### config.mk
export PLATFORM = sky130hd
export DESIGN_NAME = mem_port_arbiter
export DESIGN_NICKNAME = d
export VERILOG_FILES = /design/src/rtl/mem_port_arbiter.sv
export SDC_FILE = /design/constraint.sdc
export NUM_CORES = 1
export LEC_CHECK = 0
export ABC_AREA = 1
export CORE_MARGIN = 1.5
export CORE_UTILIZATION = 43
export DETAILED_ROUTE_END_ITERATION = 7
export PLACE_DENSITY = 0.88
export SLEW_MARGIN = 10
export SYNTH_ARGS = -nofsm -noshare
export SYNTH_HDL_FRONTEND = slang
export SYNTH_SLANG_ARGS = --single-unit
### constraint.sdc
create_clock -name clk -period 6.78 [get_ports clk]
set_input_delay 1.356 -clock clk [delete_from_list [all_inputs] [get_ports clk]]
set_output_delay 1.356 -clock clk [all_outputs]
set_load 0.02 [all_outputs]
### src/rtl/mem_port_arbiter.sv
// mem_port_arbiter
//   Sequences the data-memory port behind the EX/MEM register and shares it
//   between the pipeline MEM stage and an external loader/debug requester.
//   Memory side is a registered req/ack handshake with variable latency and
//   a per-access timeout; the pipeline is stalled while a MEM-stage access
//   is outstanding.
//
// Ports
//   clk, reset                  rising-edge clock, async active-high reset
//   EX_MEM_MemRead/MemWrite     MEM-stage load/store (both set = store)
//   EX_MEM_ALUout               MEM-stage address
//   EX_MEM_RegReadData2         MEM-stage store data
//   ext_req/ext_we/ext_addr/ext_wdata   external request, held until ext_ack
//   mem_ack, mem_rdata          memory completion and read data
//   mem_req/mem_we/mem_addr/mem_wdata   registered memory request
//   stall                       freezes front of pipe, bubbles MEM/WB
//   cpu_rdata                   load data, valid while in CPU_DONE
//   ext_ack, ext_rdata          one-cycle external completion and data
//   timeout_err                 sticky timeout flag
module mem_port_arbiter #(
    parameter int unsigned TIMEOUT    = 16,
    parameter int unsigned MAX_STREAK = 4,
    parameter logic [31:0] ERR_DATA   = 32'hDEADBEEF
) (
    input  logic        clk,
    input  logic        reset,
    input  logic        EX_MEM_MemRead,
    input  logic        EX_MEM_MemWrite,
    input  logic [31:0] EX_MEM_ALUout,
    input  logic [31:0] EX_MEM_RegReadData2,
    input  logic        ext_req,
    input  logic        ext_we,
    input  logic [31:0] ext_addr,
    input  logic [31:0] ext_wdata,
    input  logic        mem_ack,
    input  logic [31:0] mem_rdata,
    output logic        mem_req,
    output logic        mem_we,
    output logic [31:0] mem_addr,
    output logic [31:0] mem_wdata,
    output logic        stall,
    output logic [31:0] cpu_rdata,
    output logic        ext_ack,
    output logic [31:0] ext_rdata,
    output logic        timeout_err
);

    localparam int unsigned WW = $clog2(TIMEOUT);
    localparam int unsigned SW = $clog2(MAX_STREAK + 1);
    localparam logic [WW-1:0] WAIT_LAST  = WW'(TIMEOUT - 1);
    localparam logic [SW-1:0] STREAK_MAX = SW'(MAX_STREAK);

    typedef enum logic [2:0] {
        IDLE,
        CPU_WAIT,
        CPU_DONE,
        EXT_WAIT,
        EXT_DONE
    } state_t;

    state_t        state_q, state_d;
    logic [WW-1:0] wait_q;
    logic [SW-1:0] streak_q;

    logic cpu_acc;
    logic grant_cpu, grant_ext;
    logic acked, expired;

    assign cpu_acc = EX_MEM_MemRead | EX_MEM_MemWrite;
    // A CPU access queued behind an external transfer also stalls.
    assign stall   = cpu_acc & (state_q != CPU_DONE);

    always_comb begin
        state_d   = state_q;
        grant_cpu = 1'b0;
        grant_ext = 1'b0;
        acked     = 1'b0;
        expired   = 1'b0;
        case (state_q)
            IDLE: begin
                // CPU has priority until it has won MAX_STREAK times in a
                // row over a waiting external requester.
                if (cpu_acc && (!ext_req || (streak_q < STREAK_MAX))) begin
                    grant_cpu = 1'b1;
                    state_d   = CPU_WAIT;
                end else if (ext_req) begin
                    grant_ext = 1'b1;
                    state_d   = EXT_WAIT;
                end
            end
            CPU_WAIT, EXT_WAIT: begin
                if (mem_ack) begin
                    acked = 1'b1;
                end else if (wait_q == WAIT_LAST) begin
                    expired = 1'b1;
                end
                if (mem_ack || (wait_q == WAIT_LAST)) begin
                    state_d = (state_q == CPU_WAIT) ? CPU_DONE : EXT_DONE;
                end
            end
            CPU_DONE: state_d = IDLE;
            EXT_DONE: state_d = IDLE;
            default:  state_d = IDLE;
        endcase
    end

    always_ff @(posedge clk or posedge reset) begin
        if (reset) begin
            state_q <= IDLE;
        end else begin
            state_q <= state_d;
        end
    end

    always_ff @(posedge clk or posedge reset) begin
        if (reset) begin
            mem_req     <= 1'b0;
            mem_we      <= 1'b0;
            mem_addr    <= '0;
            mem_wdata   <= '0;
            cpu_rdata   <= '0;
            ext_rdata   <= '0;
            ext_ack     <= 1'b0;
            timeout_err <= 1'b0;
            wait_q      <= '0;
            streak_q    <= '0;
        end else begin
            ext_ack <= (state_d == EXT_DONE);

            if (grant_cpu) begin
                mem_req   <= 1'b1;
                mem_we    <= EX_MEM_MemWrite;
                mem_addr  <= EX_MEM_ALUout;
                mem_wdata <= EX_MEM_RegReadData2;
                streak_q  <= ext_req ? streak_q + 1'b1 : '0;
            end else if (grant_ext) begin
                mem_req   <= 1'b1;
                mem_we    <= ext_we;
                mem_addr  <= ext_addr;
                mem_wdata <= ext_wdata;
                streak_q  <= '0;
            end

            if ((state_q == CPU_WAIT) || (state_q == EXT_WAIT)) begin
                if (acked || expired) begin
                    mem_req <= 1'b0;
                    wait_q  <= '0;
                    if (state_q == CPU_WAIT) begin
                        cpu_rdata <= acked ? mem_rdata : ERR_DATA;
                    end else begin
                        ext_rdata <= acked ? mem_rdata : ERR_DATA;
                    end
                    if (expired) begin
                        timeout_err <= 1'b1;
                    end
                end else begin
                    wait_q <= wait_q + 1'b1;
                end
            end
        end
    end

endmodule
Word level (Yosys, flattened, before mapping)
Index checks and enable logic that the tools add are counted.

storage, ports and cells
  flip-flop bits (word level) = 142
  output and inout port bits = 133
  word-level logic and storage cells = 64

cells by class
  $add $sub $neg = 2
  magnitude comparators = 1
  equal/unequal tests = 5
  mux-type cells = 30
  bitwise operators = 3
  reduce and logical (&&, ||, !) cells = 12

operator list
  cell                 number
  $mux 32              5
  $mux 3               7
  $mux 1               16
  $reduce_and 3->1     3
  $pmux 3 s2           1
  $add 4x1->4 const B  1
  $eq 4x4->1 const B   1
  $logic_or 1x1->1     4
  $mux 4               1
  $add 3x1->3 const B  1
  $eq 3x1->1 const B   1
  $eq 3x2->1 const B   1
  $eq 3x3->1 const B   1
  $logic_not 3->1      1
  $lt 3x3->1 const B   1
  $ne 3x2->1 const B   1
  $reduce_bool 2->1    1
  $reduce_or 2->1      1
  $and 1x1->1          1
  $logic_and 1x1->1    1
  $logic_not 1->1      1
  $not 1->1            1
  $or 1x1->1           1

Longest topological paths before layout
Gate-level depths: netlist (run 1).

  word-level depth = 9
  mapped depth = 9
  depth with buffers taken out = 7

Worst setup path after synthesis (run 1)
OpenSTA, ideal clock, no wires.

  path kind = input port to output port
  start = input EX_MEM_MemWrite
  end = output stall
  arrival time = 1,816 ps
  slack = 3,608 ps
  stages = 4
  cells stage by stage = nor2_1 -> inv_1 -> o31ai_1 -> inv_1

on the way
  cells in the longest elaborated chain, start to end = 2

RTL lines
  item             RTL line  RTL
  start, declared  28        input logic EX_MEM_MemWrite,
  $or 1x1->1       69        assign cpu_acc = EX_MEM_MemRead | EX_MEM_MemWrite;
  $and 1x1->1      71        assign stall = cpu_acc & (state_q != CPU_DONE);
  end, declared    41        output logic stall,

Every way passes these cells.

Final worst setup path (run 1)
Same ends and word-level chain as after synthesis.

==> results of run 1 <==
cells in the final DEF, fill, tap and decap left out, types with 4 or more instances in the layout:
cell / n
o21ai_0: 32
nand3_1: 135
clkbuf_16: 17
nand2_1: 371
nand2_2: 4
o21ai_1: 5
bufinv_16: 5
inv_1: 149
buf_4: 7
clkdlybuf4s50_1: 299
dfrtp_1: 142
or2_1: 18
or2_2: 7
nor2_1: 16
through the flow:
step / cell area, sq um / hold WS, ns / power, uW / worst slack [ns] / util
6_report: 10700 / 0.476 / 5310 / 2.18 / 0.676
2_1_floorplan: 6980 / 0.463 / 3050 / 1.61 / -
5_1_grt: 10700 / 0.498 / 5680 / 2.04 / 0.676
3_3_place_gp: 10100 / 0.454 / 4220 / 2.19 / 0.635
4_1_cts: 10700 / 0.480 / 5350 / 2.14 / 0.676
3_5_place_dp: 10100 / 0.464 / 4290 / 2.14 / 0.635
layout make-up:
cell class | count | area (sq um) | area share
clock buffers | 18 | 439 | 0.0409
diodes | 1 | 2.50 | 0.000233
clock inverters | 13 | 213 | 0.0198
multi-input cells | 602 | 2640 | 0.246
repair buffers | 306 | 3050 | 0.284
well taps | 216 | 270 | 0.0252
flip-flops and latches | 142 | 3550 | 0.331
inverters | 152 | 576 | 0.0536
power groups by stage:
stage               sequential [uW]  clock, uW  combinational [uW]
finish                         1500       1040                2780
detailed placement             1500          0                2790
global placement               1490          0                2730
floorplan                      1960          0                1090
global route                   1550       1090                3030
CTS                            1500       1060                2800
how the worst min path moves through the flow:
| stage | startpoint | cells past startpoint | slack (ns) | endpoint |
|---|---|---|---|---|
| floorplan | streak_q[1]$_DFFE_PP0P_ | 2 | 0.46 | streak_q[1]$_DFFE_PP0P_ |
| global placement | timeout_err$_DFFE_PP0P_ | 2 | 0.45 | timeout_err$_DFFE_PP0P_ |
| detailed placement | mem_addr[13]$_DFFE_PP0P_ | 2 | 0.46 | mem_addr[13]$_DFFE_PP0P_ |
| CTS | mem_wdata[22]$_DFFE_PP0P_ | 2 | 0.48 | mem_wdata[22]$_DFFE_PP0P_ |
| global route | mem_addr[29]$_DFFE_PP0P_ | 2 | 0.50 | mem_addr[29]$_DFFE_PP0P_ |
| finish | mem_wdata[10]$_DFFE_PP0P_ | 2 | 0.48 | mem_wdata[10]$_DFFE_PP0P_ |
kinds of logic (layout without fill, tap and decap cells):
family                     Yosys count  count (layout)
AOI/OAI and AO/OA                   42              42
xor gates and xnor gates             1               1
adders and majority gates            2               2
buffers and inverters              205             489
DFF                                142             142
other                                0               1
and+or+nand+nor                    557             557
flip-flops by register name, summed over array words and instances, names as in the netlist:
name and flops:
cpu_rdata 32, ext_rdata 32, mem_addr 32, mem_wdata 32, wait_q 4, state_q 3, streak_q 3, ext_ack 1
mem_req 1, mem_we 1, timeout_err 1
tightest hold or removal path, stage by stage (launching register included):
cell	delay (ns)
dfrtp_1	0.34
nand2_1	0.05
nand2_1	0.06
layer usage:
layer | part of all wire | vias up
li1 | - | 3408
met1 | 0.39 | 3281
met2 | 0.47 | 295
met3 | 0.12 | 36
met4 | 0.021 | 0
met5 | 0 | -
==> impl_results.md, run 1 <==
* Outcome: finished clean
* CP delay by family, top: buffers and inverters
* Ys flop type: dfrtp_1
* Stages on worst setup path at 6
* Reg-to-reg slack, setup at 4.23 ns
* RSZ-0062 raised after global routing: no
* Core ar. at ~0.016 sq mm
* CTS max path bufs at 2
* Synth Area in Simple Gates at 0.338
* Post-Synth Adder-Cell Area at 0.00359
* Setup Buffers After CTS at 0
* Count leader, synth: nand2_1
* Slew Limit Fails at 0
* Crit-path max FO at 4
* Period utilization at 0.678
* Yosys warnings at 0
* Setup crit start: EX_MEM_MemWrite
* Setup crit end: stall
* Combinational Power Share at 0.523
* Reg-to-Reg End: mem_addr[0]$_DFFE_PP0P_
* LEAKAGE at 0.00554 uW
* Post-Synth XOR/XNOR Area at 0.00126
* CP required at 5.42 ns
* Synth cell count leaders: nand2_1, inv_1, dfrtp_1, nand3_1, o21ai_0
* Reg2reg start: state_q[1]$_DFF_PP0_
* Unique masters post-synth at 24
* Clock Tree Root: clkbuf_16
* Rel. slew slack at 0.293
* Hold Fails Final Rpt at 0
* Area contributors post-synth: dfrtp_1, nand2_1, nand3_1
* Gate count after technology mapping at 949
* Largest family of logic cells by synthesized area: simple AND/OR/NAND/NOR gates
* Post-synth ARST share at 1.00
* CTS tree: yes
* Number of flops mapped to enable cells by yosys at 0
* M3 GR Usage at 0.115
* CTS H-tree lvls at 4
* Antenna Nets Post-Route at 0
* Flops & latches, synth at around 140
* Busiest grt layer: met2
* Mapped Nets at between 1000 and 1500
* Post-DP HPWL at 14.6 mm
* IO Count at 300
* PwrDens at 495 mW/mm^2
* Setup crit end kind: output port
* Largest net degree at the start of global routing at 86
* Clock power share at 0.195
* Max Cap Viol at 0
* Drt via density at approximately 4.8
* PostCTS Resize Cnt at 0
* Least-Margin Pin Slew at 1.06 ns
* Pint at roughly 3000 uW
* Met2 Usage GRT at 0.441
* CTS clock-pin slew for the worst setup and hold paths at around 0.06 ns
* Grt ovf at 0
* Synthesized area per cell at about 7.4 sq um
* Fmax at 0.217 GHz
* Slowest cell on the critical path: clkdlybuf4s50_1
* Worst-path cell chain: clkdlybuf4s50_1 -> nor2_1 -> inv_1 -> o31ai_1 -> inv_1 -> clkdlybuf4s50_1
* Post-CTS Hold Buffers at 0
* Proportion of synthesized area in mux cells at 0
* Worst min path class: flop to flop
* Area share of the largest cell type after synthesis at 0.509
* I/O Buffers at roughly 300
* Area leader, netlist: dfrtp_1
* Synth Area in Compound Gates at 0.0317
* Via count of the first global-routing pass at approximately 6600
* Net Switching at approximately 2300 uW
* Synthesis-to-finish area growth at 54.0%
* # nets final at roughly 1400
* Inserted Clock Buffers at 17
* Share of cells above drive strength 1 at 0.0462
* First-pass GRT wire length at between 30 and 40 mm
* Sequential element share of the synthesized area at 0.509
* Worst stage delay on the critical path at roughly 0.57 ns
* Die width at about 130 um
* CP startpoint kind: primary input
* DRC viols at 0
* Iter 0 DRT Violations at between 400 and 500
* Final setup vio count at 0
* Pre-Repair DR Iteration Count at 5
* Final Critical Period at between 4 and 5 ns
* Vias at between 7000 and 8000
* Peak VDD IR at roughly 0.31 mV
* GR Util met1 at 0.276
* Post-Syn Area at roughly 0.007 sq mm
* Filler cell count in the final layout at about 1300
* DRT Wirelength at roughly 22 mm
* R2R cell count at 6
* Arrival @ worst endpoint at 3.24 ns
* Avg WL per Cell at 15.0 um
* Initial antenna violation count at 1
* Seq pwr share at 0.281
* Clk_lat worst skew at just over 0.4 ns
* Net Sw Frac at 0.424
* # clock sinks at 142
* Fin cells at 1450
* Layout Skew at between 0.01 and 0.015 ns
* GRT Util Overall at 0.254
* Starting Density at 0.439
* Worst path bufs/invs at 4
* DP Cell Count at about 1400
* Die Ht at about 130 um
* Gpl congestion at just under 0.8
* Crit path kind: primary input to output port
* Floorplan row count at between 40 and 50
* Full die area at about 0.017 sq mm
* Setup TNS at 0 ns
Power figures use the tool's default switching activity.
==> run 2: changes to the inputs <==
- clock period: 6.78 -> 4.45 ns (I/O delays scaled with it)
==> run 2 against run 1 <==
Compared with the run above: clock power grew 35%; die area is the same; design area barely moved; sequential share of layout area is essentially flat; critical path depth did not move; count of clock-buffer cells in the layout up 1; sequential power increased by 53%; wire length about the same; non-clock buffer count grew 4; critical path type unchanged.
==> impl_results.md, run 2 (synthesis gave the netlist of run 1 again) <==
* Outcome: finished clean
* CP delay by family, top: buffers and inverters
* Synthesis-to-finish area growth at 53.9% (about the same)
* Vias at 6969 (-0.73%)
* Fmax at between 0.2 and 0.3 GHz
* Worst-path cell chain: clkdlybuf4s50_1 -> nor2_1 -> inv_1 -> o31ai_1 -> inv_1 -> clkdlybuf4s50_1
* Most frequent cells in the layout: nand2_1, clkdlybuf4s50_1, inv_1
* CP startpoint kind: primary input
* Hold Fails Final Rpt at 0 (unchanged)
* Setup crit end kind: output port
* Gpl congestion at 0.840 (+5.8%)
* CP required at 3.56 ns (-1.86 ns)
* Max Cap Viol at 0 (unchanged)
* DRC viols at 0 (unchanged)
* CTS max path bufs at 2 (unchanged)
* Clock Tree Root: clkbuf_16
* IO Count at 300 (unchanged)
* First-pass GRT wire length at 33.7 mm (+1.2%)
* Pint at 4530 uW (+48%)
* Net Switching at 3420 uW (+52%)
* Core ar. at 0.0159 sq mm (unchanged)
* Floorplan row count at 46 (unchanged)
* Worst min path class: flop to flop
* Busiest grt layer: met2
* LEAKAGE at 0.00555 uW (about the same)
* M3 GR Usage at 0.123 (+0.00779)
* GR Util met1 at 0.282 (+0.00591)
* Fin area at 0.0107 sq mm (about the same)
* CTS clock-pin slew for the worst setup and hold paths at 0.06 ns (about the same)
* Post-DP HPWL at 15.1 mm (+3.4%)
* Setup TNS at 0 ns (unchanged)
* Clk_lat worst skew at 0.42 ns (about the same)
* Hold Path Depth at 2 (unchanged)
* Stages on worst setup path at 6 (unchanged)
* Placed cell area at 0.0102 sq mm (+0.66%)
* Worst path bufs/invs at 4 (unchanged)
* Arrival @ worst endpoint at 2.73 ns (-0.51 ns)
* Die Ht at 130 um (unchanged)
* Peak VDD IR at 0.419 mV (+34%)
* Filler cell count in the final layout at 1275 (+0.55%)
* Period utilization at 0.815
* # nets final at 1394 (+0.29%)
* Setup Buffers After CTS at 0 (unchanged)
* Final Critical Period at 3.62 ns
* Post-CTS Hold Buffers at 0 (unchanged)
* Grt ovf at 0 (unchanged)
* Share of cells above drive strength 1 at 0.0493 (+0.00304)
* Drt via density at 4.79 (-1.1%)
* PwrDens at 740 mW/mm^2 (+50%)
* CTS tree: yes
* PostCTS Resize Cnt at 0 (unchanged)
* Net Sw Frac at 0.430 (+0.00606)
* Avg WL per Cell at 15.0 um (-0.29%)
* Seq pwr share at 0.288 (+0.007)
* Rel. slew slack at 0.361 (+0.0677)
* Initial antenna violation count at 1 (unchanged)
* Full die area at 0.0170 sq mm (unchanged)
* Largest net degree at the start of global routing at 69 (-20%)
* # clock sinks at 142 (unchanged)
* Clock power share at 0.176 (-0.019)
* GRT Util Overall at 0.257 (+0.00309)
* Crit-path max FO at 4 (unchanged)
* Commonest non-fill, non-tap cell in the layout: nand2_1
* Final setup vio count at 0 (unchanged)
* Layout Skew at 0.0100 ns (-0.000272 ns)
* Met2 Usage GRT at 0.441 (about the same)
* Inserted Clock Buffers at 17 (unchanged)
* R2R cell count at 6 (unchanged)
* Combinational Power Share at 0.536 (+0.013)
* Starting Density at 0.439 (unchanged)
* Slew Limit Fails at 0 (unchanged)
* Iter 0 DRT Violations at 362 (-9.7%)
* DRT Wirelength at 21.8 mm (about the same)
* Slowest cell on the critical path: clkdlybuf4s50_1
* I/O Buffers at 299 (unchanged)
* Antenna Nets Post-Route at 0 (unchanged)
* RSZ-0062 raised after global routing: no
* Worst stage delay on the critical path at 0.56 ns (about the same)
* Via count of the first global-routing pass at 6834 (+3.3%)
* Crit path kind: primary input to output port
* Pre-Repair DR Iteration Count at 4 (-1)
* Least-Margin Pin Slew at 0.957 ns (-0.102 ns)
* Total power at 7950 uW (+50%)
* CTS H-tree lvls at 4 (unchanged)
* Die width at 130 um (unchanged)
-- run 2: cell types whose count changed in the layout (fill, tap and decap cells not counted), sizes merged --
| cell | change |
|---|---|
| buf | +4 |
| clkinv | +4 |
| bufinv | -3 |
| clkbuf | +1 |
| inv | -1 |
-- run 2: power by group through the flow --
stage	Sequential [uW]	Combinational (uW)	Clock (uW)
2_1_floorplan	2990	1660	0
3_3_place_gp	2280	4200	0
3_5_place_dp	2290	4290	0
4_1_cts	2290	4300	1430
5_1_grt	2360	4660	1490
6_report	2290	4260	1400
-- run 2: per-stage QoR --
stage	util	setup WS [ns]	hold WS (ns)	std cells
6_report	0.676	0.825	0.480	1455
5_1_grt	0.676	0.698	0.500	1455
4_1_cts	0.676	0.784	0.481	1454
3_5_place_dp	0.639	0.790	0.464	1422
3_3_place_gp	0.639	0.831	0.456	1422
2_1_floorplan	-	1.78	0.463	949
-- run 2: worst register-to-register path: stages, from the launching register on --
cell and delay (ns):
dfrtp_1 0.42, inv_2 0.45, nand3_1 0.22, a21oi_4 0.74, buf_4 0.39, nand3_1 0.13
nand2_1 0.08
-- run 2: layout make-up --
class                   instances  area [sq um]  share of cell area
well taps                     216           270              0.0252
flip-flops and latches        142          3550               0.331
diodes                          1          2.50            0.000233
multi-input cells             602          2640               0.246
clock buffers                  19           443              0.0413
repair buffers                310          3110               0.290
inverters                     152           574              0.0535
clock inverters                13           139              0.0129
-- run 2: worst paths after layout --
path / to / slack, ns / startpoint
setup reg to reg: mem_wdata[24]$_DFFE_PP0P_ / 1.95 / state_q[1]$_DFF_PP0_
hold reg to reg: mem_addr[4]$_DFFE_PP0P_ / 0.48 / mem_addr[4]$_DFFE_PP0P_
max in group asynchronous: cpu_rdata[14]$_DFFE_PP0P_ / 2.66 / reset
min in group asynchronous: mem_addr[28]$_DFFE_PP0P_ / 1.04 / reset
hold / removal: mem_addr[4]$_DFFE_PP0P_ / 0.48 / mem_addr[4]$_DFFE_PP0P_
setup / recovery: stall / 0.83 / EX_MEM_MemWrite
-- run 2: layer usage --
layer | part of all wire | vias to the layer above
met2 | 0.49 | 253
met5 | 0 | -
met1 | 0.38 | 3276
li1 | - | 3414
met3 | 0.12 | 26
met4 | 0.015 | 0
==> run 3: changes to the inputs <==
- clock period: 4.45 -> 3.8 ns (I/O delays scaled with it)
==> run 3 against run 2 <==
Compared with the run above: core utilization barely moved; critical path depth did not move; sequential power rose by 18%; die area did not move; register-to-register slack got worse by 0.54 ns; largest power group unchanged; design area barely moved; total power rose by 17%; count of clock-buffer cells in the layout fell by 1; wire length rose by 1.5%; non-clock buffer count rose by 1.
==> impl_results.md, run 3 (synthesis gave the netlist of run 1 again) <==
* Rel. slew slack at 0.418 (+0.0571)
* Share of cells above drive strength 1 at 0.0508 (+0.00157)
* # nets final at 1395 (+0.072%)
* Clk_lat worst skew at 0.41 ns (about the same)
* Die Ht at 130 um (unchanged)
* Final core occ at 0.676 (about the same)
* Fmax at around 0.3 GHz
* CP delay by family, top: buffers and inverters
* DRT Wirelength at 22.2 mm (+1.5%)
* Peak VDD IR at 0.503 mV (+20%)
* Clock Tree Root: clkbuf_16
* Most frequent cells in the layout: nand2_1, clkdlybuf4s50_1, inv_1
* Final setup vio count at 0 (unchanged)
* Iter 0 DRT Violations at 358 (-1.1%)
* Min-delay src: mem_addr[28]$_DFFE_PP0P_
* LEAKAGE at 0.00554 uW (-0.17%)
* GR Util met1 at 0.284 (+0.00159)
* Post-DP HPWL at 14.9 mm (-1.2%)
* PostCTS Resize Cnt at 0 (unchanged)
* CP required at 3.04 ns (-0.52 ns)
* Setup Buffers After CTS at 0 (unchanged)
* Least-Margin Pin Slew at 0.871 ns (-0.0856 ns)
* Hold Fails Final Rpt at 0 (unchanged)
* Footprint of the multi-input gates at 0.00264 sq mm (unchanged)
* Initial antenna violation count at 1 (unchanged)
* Pre-Repair DR Iteration Count at 4 (unchanged)
* IO Count at 300 (unchanged)
* Post-CTS Hold Buffers at 0 (unchanged)
* Vias at 7043 (+1.1%)
* Hold path endpoint: mem_addr[28]$_DFFE_PP0P_
* Synthesis-to-finish area growth at 53.9% (about the same)
* Met2 Usage GRT at 0.440 (-0.000929)
* Commonest non-fill, non-tap cell in the layout: nand2_1
* DRC viols at 0 (unchanged)
* Period utilization at 0.890
* CTS clock-pin slew for the worst setup and hold paths at 0.06 ns (about the same)
* Worst setup margin at 0.420 ns (-0.405 ns)
* Grt ovf at 0 (unchanged)
* Reg-to-reg slack, setup at 1.41 ns (-0.54 ns)
* Starting Density at 0.439 (unchanged)
* Antenna Nets Post-Route at 0 (unchanged)
* Slew Limit Fails at 0 (unchanged)
* Layout Skew at 0.00782 ns (-0.00219 ns)
* Worst-path cell chain: clkdlybuf4s50_1 -> nor2_1 -> inv_1 -> o31ai_1 -> inv_1 -> clkdlybuf4s50_1
* Worst stage delay on the critical path at 0.57 ns (about the same)
* CTS H-tree lvls at 4 (unchanged)
* Slowest cell on the critical path: clkdlybuf4s50_1
* Hold Path Depth at 2 (unchanged)
* Reg2reg start: state_q[1]$_DFF_PP0_
* Worst path bufs/invs at 4 (unchanged)
* Busiest grt layer: met2
* GRT Util Overall at 0.258 (+0.000971)
* RSZ-0062 raised after global routing: no
* Die width at 130 um (unchanged)
* Setup crit end kind: output port
* Gpl congestion at 0.826 (-1.7%)
* PwrDens at 869 mW/mm^2 (+17%)
* Filler cell count in the final layout at 1274 (-0.078%)
* CP startpoint kind: primary input
* Floorplan row count at 46 (unchanged)
* Worst min path class: flop to flop
* Sequential cell area at 0.00355 sq mm (unchanged)
* Core ar. at 0.0159 sq mm (unchanged)
* I/O Buffers at 299 (unchanged)
* M3 GR Usage at 0.112 (-0.0107)
* Crit path kind: primary input to output port
* Placed cell area at 0.0102 sq mm (about the same)
* CTS max path bufs at 2 (unchanged)
* Crit-path max FO at 4 (unchanged)
* Avg WL per Cell at 15.2 um (+1.4%)
* First-pass GRT wire length at 33.8 mm (+0.45%)
* Inserted Clock Buffers at 17 (unchanged)
* Reg-to-Reg End: mem_wdata[5]$_DFFE_PP0P_
* CTS tree: yes
* Via count of the first global-routing pass at 6858 (+0.35%)
* Final Critical Period at ~3.4 ns
* Fin area at 0.0107 sq mm (about the same)
* Full die area at 0.0170 sq mm (unchanged)
* Outcome: finished clean
* R2R cell count at 6 (unchanged)
* # clock sinks at 142 (unchanged)
* Arrival @ worst endpoint at 2.62 ns (-0.11 ns)
* Drt via density at 4.84 (+0.99%)
* DP Worst Slack at 0.426 ns (-0.364 ns)
* Max Cap Viol at 0 (unchanged)
* Setup TNS at 0 ns (unchanged)
* Largest net degree at the start of global routing at 143 (+110%)
==> run 3: cell count changes in the layout (fill, tap and decap cells not counted), sizes merged <==
cell	change
buf	+1
clkinv	-3
bufinv	-1
clkbuf	-1
clkinvlp	+2
inv	+3
==> run 3: worst max path at each step <==
stage | depth (start not counted) | end | slack [ns] | start
after CTS | 6 | stall | 0.43 | EX_MEM_MemWrite
after global placement | 6 | stall | 0.44 | EX_MEM_MemWrite
after detailed placement | 6 | stall | 0.43 | EX_MEM_MemWrite
after floorplan | 1 | cpu_rdata[0]$_DFFE_PP0P_ | 1.26 | reset
after global routing | 6 | stall | 0.31 | EX_MEM_MemWrite
final | 6 | stall | 0.42 | EX_MEM_MemWrite
==> run 3: area by class of cell <==
type / count / area share
diodes: 1 / 0.000233
clock buffers: 18 / 0.0409
clock inverters: 14 / 0.0122
inverters: 152 / 0.0535
multi-input cells: 602 / 0.246
flip-flops and latches: 142 / 0.331
well taps: 216 / 0.0252
repair buffers: 311 / 0.291
==> run 3: worst register-to-register path, delay by kind of cell (launching register included) <==
family	cells	cell delay, ns
buffers and inverters	2	0.77
AND/OR/NAND/NOR	3	0.41
flip-flops	1	0.43
AO/OA/AOI/OAI	1	0.72
==> run 3: metrics by stage <==
stage | instances | power [uW] | hold slack, ns
global placement | 1423 | 7600 | 0.455
floorplan | 949 | 5440 | 0.463
detailed placement | 1423 | 7740 | 0.464
global route | 1456 | 9930 | 0.501
CTS | 1455 | 9410 | 0.480
finish | 1456 | 9330 | 0.476
==> run 3: per-layer routing <==
layer  share of wire  wire, um
met5               0         0
met4           0.020       452
met3            0.12      2630
met2            0.48     10700
met1            0.38      8380
==> run 3: where the power goes <==
part | total [uW] | switching, uW | internal (uW) | leakage, uW
logic | 5020 | 2940 | 2080 | 0.00353
clock network | 1610 | 680 | 928 | 0.000270
registers | 2700 | 435 | 2260 | 0.00174
total | 9330 | 4060 | 5270 | 0.00554
